[config.mk]
export PLATFORM = sky130hd
export DESIGN_NAME = dma_pop_ctrl
export DESIGN_NICKNAME = d
export VERILOG_FILES = /design/src/rtl/dma_pkg.sv /design/src/rtl/dma_strb_gen.sv /design/src/rtl/dma_pop_ctrl.sv
export SDC_FILE = /design/constraint.sdc
export NUM_CORES = 1
export LEC_CHECK = 0
export CORE_MARGIN = 3
export CORE_UTILIZATION = 52
export DETAILED_ROUTE_END_ITERATION = 16
export PLACE_DENSITY_LB_ADDON = 0.3
export SLEW_MARGIN = 10
export SYNTH_ARGS = -nofsm -noshare
export SYNTH_HDL_FRONTEND = slang
export SYNTH_SLANG_ARGS = --single-unit
[constraint.sdc]
create_clock -name clk_i -period 13.2 [get_ports clk_i]
set_input_delay 1.32 -clock clk_i [delete_from_list [all_inputs] [get_ports clk_i]]
set_output_delay 1.32 -clock clk_i [all_outputs]
set_load 0.01 [all_outputs]
[src/rtl/dma_pkg.sv]
// Shared DMA definitions: pop-side FSM encoding and byte-lane offset sizing.
package dma_pkg;

  // Destination-side reader states, 3-bit encoded.
  typedef enum logic [2:0] {
    POP_IDLE  = 3'd0,
    POP_REQ   = 3'd1,
    POP_WAIT  = 3'd2,
    POP_WRITE = 3'd3,
    POP_DONE  = 3'd4
  } pop_state_e;

  // Width of the byte-lane offset inside one bus word (at least 1 bit).
  function automatic int off_wd(input int be_wd);
    return (be_wd > 1) ? $clog2(be_wd) : 1;
  endfunction

  // Byte-lane offset width for the default 32-bit data path.
  localparam int DMA_OFF_WD = 2;

endpackage

[src/rtl/dma_strb_gen.sv]
// Combinational beat sizer: from the lane offset and the bytes still to move,
// produce the byte count of this beat and its lane strobe.
module dma_strb_gen
  import dma_pkg::*;
#(
  parameter int BE_WD  = 4,
  parameter int LEN_WD = 16,
  parameter int OFF_WD = DMA_OFF_WD
) (
  input  logic [OFF_WD-1:0] off,
  input  logic [LEN_WD-1:0] rem,
  output logic [OFF_WD:0]   nb,
  output logic [BE_WD-1:0]  strb
);

  logic [OFF_WD:0]   avail;
  logic [OFF_WD+1:0] lane_lo;
  logic [OFF_WD+1:0] lane_hi;

  // Beat size is the lanes left in this word, clipped to the remaining bytes.
  always_comb begin
    avail = (OFF_WD+1)'(BE_WD) - {1'b0, off};
    if (rem < LEN_WD'(avail)) begin
      nb = rem[OFF_WD:0];
    end else begin
      nb = avail;
    end
  end

  // Strobe covers lanes [off, off+nb): ((1<<nb)-1) << off.
  always_comb begin
    strb    = '0;
    lane_lo = {2'b00, off};
    lane_hi = {2'b00, off} + {1'b0, nb};
    for (int i = 0; i < BE_WD; i++) begin
      if (((OFF_WD+2)'(i) >= lane_lo) && ((OFF_WD+2)'(i) < lane_hi)) begin
        strb[i] = 1'b1;
      end else begin
        strb[i] = 1'b0;
      end
    end
  end

endmodule

[src/rtl/dma_pop_ctrl.sv]
// Destination-side reader of the per-channel DMA byte buffer: requests one
// word at a time, then forwards it as a word-aligned strobed write.
module dma_pop_ctrl
  import dma_pkg::*;
#(
  parameter int DATA_WD = 32,
  parameter int BE_WD   = DATA_WD / 8,
  parameter int ADDR_WD = 32,
  parameter int LEN_WD  = 16
) (
  input  logic               clk_i,
  input  logic               rstn_i,
  input  logic               start_i,
  input  logic [ADDR_WD-1:0] dst_addr_i,
  input  logic [LEN_WD-1:0]  len_i,
  output logic               busy_o,
  output logic               done_o,
  output logic               buf_rready_o,
  output logic [BE_WD-1:0]   buf_rbe_o,
  input  logic               buf_rvalid_i,
  input  logic [DATA_WD-1:0] buf_rdata_i,
  output logic               wr_valid_o,
  output logic [ADDR_WD-1:0] wr_addr_o,
  output logic [DATA_WD-1:0] wr_data_o,
  output logic [BE_WD-1:0]   wr_strb_o,
  input  logic               wr_ready_i
);

  localparam int OFF_WD = off_wd(BE_WD);

  pop_state_e         state_r;
  pop_state_e         state_nxt;
  logic [ADDR_WD-1:0] addr_r;
  logic [LEN_WD-1:0]  rem_r;
  logic [DATA_WD-1:0] data_r;

  logic [OFF_WD:0]    nb;
  logic [BE_WD-1:0]   strb;
  logic [DATA_WD-1:0] lane_mask;
  logic [ADDR_WD-1:0] addr_algn;
  logic [LEN_WD-1:0]  rem_after;

  dma_strb_gen #(
    .BE_WD  (BE_WD),
    .LEN_WD (LEN_WD),
    .OFF_WD (OFF_WD)
  ) u_strb_gen (
    .off  (addr_r[OFF_WD-1:0]),
    .rem  (rem_r),
    .nb   (nb),
    .strb (strb)
  );

  assign addr_algn = {addr_r[ADDR_WD-1:OFF_WD], {OFF_WD{1'b0}}};
  assign rem_after = rem_r - LEN_WD'(nb);

  // Expand the lane strobe to a bit mask so unrequested lanes capture as zero.
  always_comb begin
    lane_mask = '0;
    for (int b = 0; b < BE_WD; b++) begin
      lane_mask[b*8 +: 8] = {8{strb[b]}};
    end
  end

  // State register; reset aborts any transfer without a done pulse.
  always_ff @(posedge clk_i or negedge rstn_i) begin
    if (!rstn_i) begin
      state_r <= POP_IDLE;
    end else begin
      state_r <= state_nxt;
    end
  end

  // Next-state decode; only one beat is ever in flight.
  always_comb begin
    state_nxt = state_r;
    case (state_r)
      POP_IDLE: begin
        if (start_i) begin
          if (len_i != '0) begin
            state_nxt = POP_REQ;
          end else begin
            state_nxt = POP_DONE;
          end
        end else begin
          state_nxt = POP_IDLE;
        end
      end
      POP_REQ: begin
        state_nxt = POP_WAIT;
      end
      POP_WAIT: begin
        if (buf_rvalid_i) begin
          state_nxt = POP_WRITE;
        end else begin
          state_nxt = POP_WAIT;
        end
      end
      POP_WRITE: begin
        if (wr_ready_i) begin
          if (rem_after == '0) begin
            state_nxt = POP_DONE;
          end else begin
            state_nxt = POP_REQ;
          end
        end else begin
          state_nxt = POP_WRITE;
        end
      end
      POP_DONE: begin
        state_nxt = POP_IDLE;
      end
      default: begin
        state_nxt = POP_IDLE;
      end
    endcase
  end

  // Descriptor, progress and captured-data registers.
  always_ff @(posedge clk_i or negedge rstn_i) begin
    if (!rstn_i) begin
      addr_r <= '0;
      rem_r  <= '0;
      data_r <= '0;
    end else begin
      case (state_r)
        POP_IDLE: begin
          if (start_i && (len_i != '0)) begin
            addr_r <= dst_addr_i;
            rem_r  <= len_i;
          end
        end
        POP_WAIT: begin
          if (buf_rvalid_i) begin
            data_r <= buf_rdata_i & lane_mask;
          end
        end
        POP_WRITE: begin
          if (wr_ready_i) begin
            addr_r <= addr_algn + ADDR_WD'(BE_WD);
            rem_r  <= rem_after;
          end
        end
        default: begin
          addr_r <= addr_r;
        end
      endcase
    end
  end

  // Outputs are decoded only from state and registers.
  assign busy_o       = (state_r != POP_IDLE);
  assign done_o       = (state_r == POP_DONE);
  assign buf_rready_o = (state_r == POP_REQ);
  assign buf_rbe_o    = (state_r == POP_REQ) ? strb : '0;
  assign wr_valid_o   = (state_r == POP_WRITE);
  assign wr_addr_o    = (state_r == POP_WRITE) ? addr_algn : '0;
  assign wr_data_o    = (state_r == POP_WRITE) ? data_r : '0;
  assign wr_strb_o    = (state_r == POP_WRITE) ? strb : '0;

endmodule

==> results of run 1 <==
worst max-delay path: cells and delay by family, from the launching register on:
family,cells,cell delay (ns)
AO/OA/AOI/OAI,3,0.93
adder cells (fa/ha/maj),3,0.85
buffers and inverters,3,0.85
flip-flops,1,0.48
AND/OR/NAND/NOR,6,1.19
multiplexers,1,0.46
stage by stage:
stage	cells	setup WS [ns]	total power [W]	utilization [%]	hold WS, ns
floorplan	659	8.41	0.00116	-	0.442
global placement	914	7.37	0.00151	69.3	0.459
detailed placement	914	7.17	0.00154	69.3	0.463
CTS	930	6.75	0.00175	71.2	0.483
global route	930	6.26	0.00189	71.2	0.498
finish	930	6.75	0.00175	71.2	0.482
cells by family after synthesis:
logic type                 count (synthesis)  synth area share (%)
and+or+nand+nor                          275                  26.2
muxes                                     10                  2.06
other                                      1                0.0677
adders and majority gates                 12                  2.98
AOI/OAI and AO/OA                        195                  24.7
buffers and inverters                     79                  5.99
DFF                                       83                  37.5
xor gates and xnor gates                   3                 0.474
cells in the final DEF (no fill, tap or decap), drive strengths merged, types with 5 or more instances in the layout:
master,synthesis,layout
clkdlybuf4s50,0,157
dfrtp,83,83
nand2,79,79
a21oi,62,62
and3,62,62
nor2,50,50
o21ai,37,37
inv,32,32
nand3,23,23
a22o,20,20
o22ai,19,19
nor3,13,13
clkbuf,42,12
nor4,12,12
o31ai,11,11
ha,10,10
buf,5,9
mux2i,9,9
a31oi,6,6
nand4,6,6
a211oi,5,5
or2,5,5
or3,5,5
state kept, by name, indices dropped and copies added (netlist names):
name,cells
addr_r,32
data_r,32
rem_r,16
state_r,3
worst min path at each step:
stage | to | slack [ns] | cells past startpoint
CTS | data_r[5] | 0.48 | 2
global route | data_r[5] | 0.50 | 2
global placement | data_r[26] | 0.46 | 2
detailed placement | data_r[26] | 0.46 | 2
finish | data_r[24] | 0.48 | 2
floorplan | data_r[24] | 0.44 | 2
layout make-up:
class	instances	area share [%]
repair buffers	166	22.3
inverters	32	1.63
flip-flops and latches	83	28.2
clock buffers	12	2.11
multi-input cells	497	42.8
well taps	136	2.31
clock inverters	4	0.663
report_power, final:
group / internal [W] / switching [W]
combinational: 0.000466 / 0.000590
clock: 0.0000977 / 0.0000988
sequential: 0.000369 / 0.000129
total: 0.000933 / 0.000818
routing by layer:
layer	share of wire, %	vias to the layer above	wire length [um]
li1	-	2656	-
met1	41	2780	7120
met2	50	220	8540
met3	6.4	38	1090
met4	2.6	0	439
met5	0	-	0
==> out/metrics.cfg, run 1 <==
[synthesis]
yosysTopAreaCell=dfrtp_1
yosysMostFrequentCell=dfrtp_1
ys_types=79
avgSynthCellArea_um2=8.42
synth_common_cells=dfrtp_1 (83), nand2_1 (79), a21oi_1 (61), and3_1 (61), nor2_1 (50)
synth_area_um2=5540
synthCells=658
yosysSeqAreaShare_pct=37.5
ys_ff_latch=83
ys.flop_type=dfrtp_1
synth_area_leaders=dfrtp_1 (37%), and3_1 (6.9%), a21oi_1 (5.5%)
synth_top_area_share_pct=37.5
synth-edff-count=0
yosys_warnings=0
async_flop_share_pct=100

[grt]
grt_max_degree=84
grt_pass1_wl_mm=28.0
busiest_layer=met2
use_met1_pct=39.5
antenna_found_initial=0
grt_pass1_vias=5609
grt_use_met3_pct=4.62
overflow=0
grt_use_total_pct=29.7
grt_use_met2_pct=49.3

[layout]
antennaDiodeCount=0
drive_above_1_share_pct=7.56
design_area_um2=7350
fillers=810
layout.nets=886
regArea_um2=2080
multiInputGateArea_um2=3140
syn2layout_area_growth_pct=32.8

[drt]
drtPass1Iterations=5
routed_wl_mm=17.2
vias_per_cell=6.12
ant_nets=0
drtIter0Drc=344
dr_total_vias=5694
detail_route.wl_per_cell_um=18.5
drc=0

[sta]
relSlewSlack_pct=28.4
maxSlewViolCount=0
final.period_utilization_pct=48.8
hold_viol=0
rsz0062_at_grt=false
finClkSkew_ns=0.0162
max_clock_freq_ghz=0.155
worst_pin_slew_ns=1.07
setup_violations=0
final.setup.tns_ns=0
period_minus_slack_ns=6.45

[setup_path]
crit_path_frequent_cell=ha_1
rr_endpoint=rem_r[11]
critPathKind=reg2out
slowest_delay_ns=0.56
cp-start-kind=register
reg2reg_depth=18
cp_data_arrival_time_ns=5.13
rrSetupSlack_ns=8.27
cpMaxStageDelayCell=a31o_1
cp_max_fo=15
end_kind=output pin
timing.rr.start=addr_r[1]
endpoint=buf_rbe_o[0]
cp_data_required_time_ns=11.88
path_cells=inv_1, ha_1, inv_1, ha_1, nor4_1, nand4_2, nor2_1, nand2_1, o21ai_0, ha_1, a21oi_1, nand2_1, mux2i_4, a31o_1, nor2_1, clkdlybuf4s50_1
startpoint=addr_r[1]

[die]
coreArea_um2=10300
start_util_pct=53.7
io_pins=161
die_w_um=109
dieHeight_um=109
die_area_um2=11900
rows=37

[cts]
cts_tree=yes
hold_buffers=0
cts_buffers=9
clkTransAtPathRegs_ns=0.10
cts_max_level=3
cts_root_buf=clkbuf_8
clkLatencyLatePin_ns=0.37
cts_buffer_depth=2
cts.repair.resized=0
cts_sinks=83
cts_setup_buffers=0

[outcome]
run_status=completed

[placement]
hpwl_mm=12.2
place.gp.congestion=0.905
place_area_um2=7150
io_buffer_count=158

[min_path]
holdCritPathClass=reg2reg
hold_start=data_r[24]

[power]
power_per_cell_area_nw_per_um2=238
power_leakage_nw=3.17
peakVddDrop_mv=0.140

[run]
maxCapViolCount=0

Note: power is estimated with default switching activity, not from simulation.
==> run 2, diff against run 1 <==
--- a/config.mk
+++ b/config.mk
@@ -6,7 +6,7 @@
 export NUM_CORES = 1
 export LEC_CHECK = 0
 export CORE_MARGIN = 3
-export CORE_UTILIZATION = 52
+export CORE_UTILIZATION = 44
 export DETAILED_ROUTE_END_ITERATION = 16
 export PLACE_DENSITY_LB_ADDON = 0.3
 export SLEW_MARGIN = 10
==> constraint.sdc (replaced) <==
create_clock -name clk_i -period 5.4 [get_ports clk_i]
set_input_delay 0.54 -clock clk_i [delete_from_list [all_inputs] [get_ports clk_i]]
set_output_delay 0.54 -clock clk_i [all_outputs]
set_load 0.01 [all_outputs]
==> run 2 against run 1 <==
Final cell count rose by 3.5%. Combinational power rose by 150%. Sequential cell count did not move. Clock skew fell by 0.0087 ns. Critical path depth fell by 1. Sequential share of layout area fell by 0.63 points. Design area rose by 2.3%. Via count rose by 0.42%. Sequential power rose by 140%.
==> out/metrics.cfg, run 2 (synthesized netlist as in run 1, its figures left out) <==
[sta]
relSlewSlack_pct=27.2  ; -1.2 points
hold_viol=0  ; unchanged
maxSlewViolCount=0  ; unchanged
rsz0062_at_grt=false
final.setup.tns_ns=0  ; unchanged
max_clock_freq_ghz=0.197
worst_pin_slew_ns=1.09  ; +0.0175 ns
whs_ns=0.380  ; -0.101 ns
final.period_utilization_pct=94.0
setup_violations=0  ; unchanged
setup_slack_ns=0.322  ; -6.43 ns
finClkSkew_ns=0.00756  ; -0.00866 ns
period_minus_slack_ns=5.08

[die]
die_w_um=118  ; +8.2%
die_area_um2=14000  ; +17%
start_util_pct=45.5  ; -8.1 points
dieHeight_um=118  ; +8.2%
rows=40  ; +8.1%
coreArea_um2=12200  ; +18%
io_pins=161  ; unchanged

[cts]
cts_root_buf=clkbuf_16
clkLatencyLatePin_ns=0.35  ; -0.02 ns
cts_buffer_depth=2  ; unchanged
cts_max_level=3  ; unchanged
clkTransAtPathRegs_ns=0.06  ; -0.04 ns
cts_buffers=9  ; unchanged
cts_sinks=83  ; unchanged
cts_tree=yes
hold_buffers=0  ; unchanged

[grt]
grt_use_met2_pct=42.6  ; -6.8 points
grt_pass1_vias=5655  ; +0.82%
overflow=0  ; unchanged
grt_use_met3_pct=3.01  ; -1.6 points
grt_use_total_pct=25.2  ; -4.5 points
grt_max_degree=84  ; unchanged
antenna_found_initial=0  ; unchanged
grt_pass1_wl_mm=28.7  ; +2.5%
busiest_layer=met2
use_met1_pct=31.9  ; -7.5 points

[layout]
drive_above_1_share_pct=8.18  ; +0.62 points
layout.nets=889  ; +0.34%
antennaDiodeCount=0  ; unchanged
final_cell_mix=clkdlybuf4s50_1 (157), dfrtp_1 (83), nand2_1 (79)
syn2layout_area_growth_pct=35.8
regArea_um2=2080  ; unchanged
reg_top3=addr_r x32, data_r x32, rem_r x16
final_common_cell=clkdlybuf4s50_1
design_area_um2=7520  ; +2.3%
fillers=1038  ; +28%
multiInputGateArea_um2=3150  ; +0.28%

[setup_path]
end_kind=output pin
cpMaxStageDelayCell=clkdlybuf4s50_1
cp_max_fo=10  ; -5
path_cells=inv_1, ha_1, inv_1, ha_1, nor4_2, nand4_2, nor2_2, o21ai_0, ha_1, fa_1, nand2_1, mux2i_4, a31o_2, nor2_1, clkdlybuf4s50_1
crit_path_frequent_cell=ha_1
cp_data_arrival_time_ns=4.54  ; -0.59 ns
rrSetupSlack_ns=0.60  ; -7.67 ns
critPathKind=reg2out
cp_data_required_time_ns=4.86  ; -7.02 ns
cp-start-kind=register
slowest_delay_ns=0.55  ; about the same

[placement]
dp_slack_ns=0.167  ; -7.01 ns
hpwl_mm=12.4  ; +2.0%
place.gp.congestion=0.896  ; -1.0%
io_buffer_count=158  ; unchanged
place_area_um2=7200  ; +0.66%

[drt]
drtPass1Iterations=5  ; unchanged
drtIter0Drc=473  ; +38%
routed_wl_mm=17.8  ; +3.3%
ant_nets=0  ; unchanged
dr_total_vias=5718  ; +0.42%
vias_per_cell=5.94  ; -3.0%
detail_route.wl_per_cell_um=18.4  ; -0.21%
drc=0  ; unchanged

[power]
power_w=0.00449  ; +160%
power_leakage_nw=3.22  ; +1.8%
power_per_cell_area_nw_per_um2=596  ; +150%
peakVddDrop_mv=0.253  ; +81%

[run]
maxCapViolCount=0  ; unchanged

[outcome]
run_status=completed

[min_path]
holdCritPathClass=in2async

-- run 2: worst paths after layout --
path / start / to / cells after the start
hold / removal: rstn_i / rem_r[11] / 1
setup / recovery: addr_r[1] / buf_rbe_o[0] / 15
max in group asynchronous: rstn_i / data_r[3] / 1
hold reg to reg: data_r[31] / data_r[31] / 2
min in group clk_i: data_r[31] / data_r[31] / 2
setup reg to reg: addr_r[1] / rem_r[11] / 17
-- run 2: power breakdown --
part           internal, W  switching, W
sequential        0.000905      0.000319
clock             0.000390      0.000251
combinational      0.00116       0.00146
-- run 2: cell type report --
class	instances	area share, %
Timing Repair Buffer	169	22.1
Tap cell	168	2.79
Inverter	32	1.60
Clock inverter	2	0.466
Sequential cell	83	27.6
Clock buffer	12	3.54
Multi-Input combinational cell	497	41.9
-- run 2: metal layers --
| layer | up-vias | routed length, um |
|---|---|---|
| met5 | - | 0 |
| met4 | 0 | 560 |
| met3 | 36 | 988 |
| met2 | 229 | 8740 |
| met1 | 2789 | 7470 |
| li1 | 2664 | - |
-- run 2: what timing repair did --
action / CTS / global route
resized for setup: 1 / 2
endpoints found under the setup margin: 2 / 6
setup buffers: 2 / 0
gates cloned: 0 / 0
-- run 2: worst max-delay path: cells and delay by family, from the launching register on --
family	cells	cell delay, ns
compound gates	2	0.52
fa+ha+maj	4	1.26
buf+inv	3	0.90
flops	1	0.48
mux	1	0.07
simple gates	5	0.94
-- run 2: stage by stage --
stage | util (%) | std cells
6_report | 61.9 | 963
5_1_grt | 61.9 | 963
4_1_cts | 61.8 | 963
3_5_place_dp | 59.2 | 947
3_3_place_gp | 59.2 | 947
2_1_floorplan | - | 659
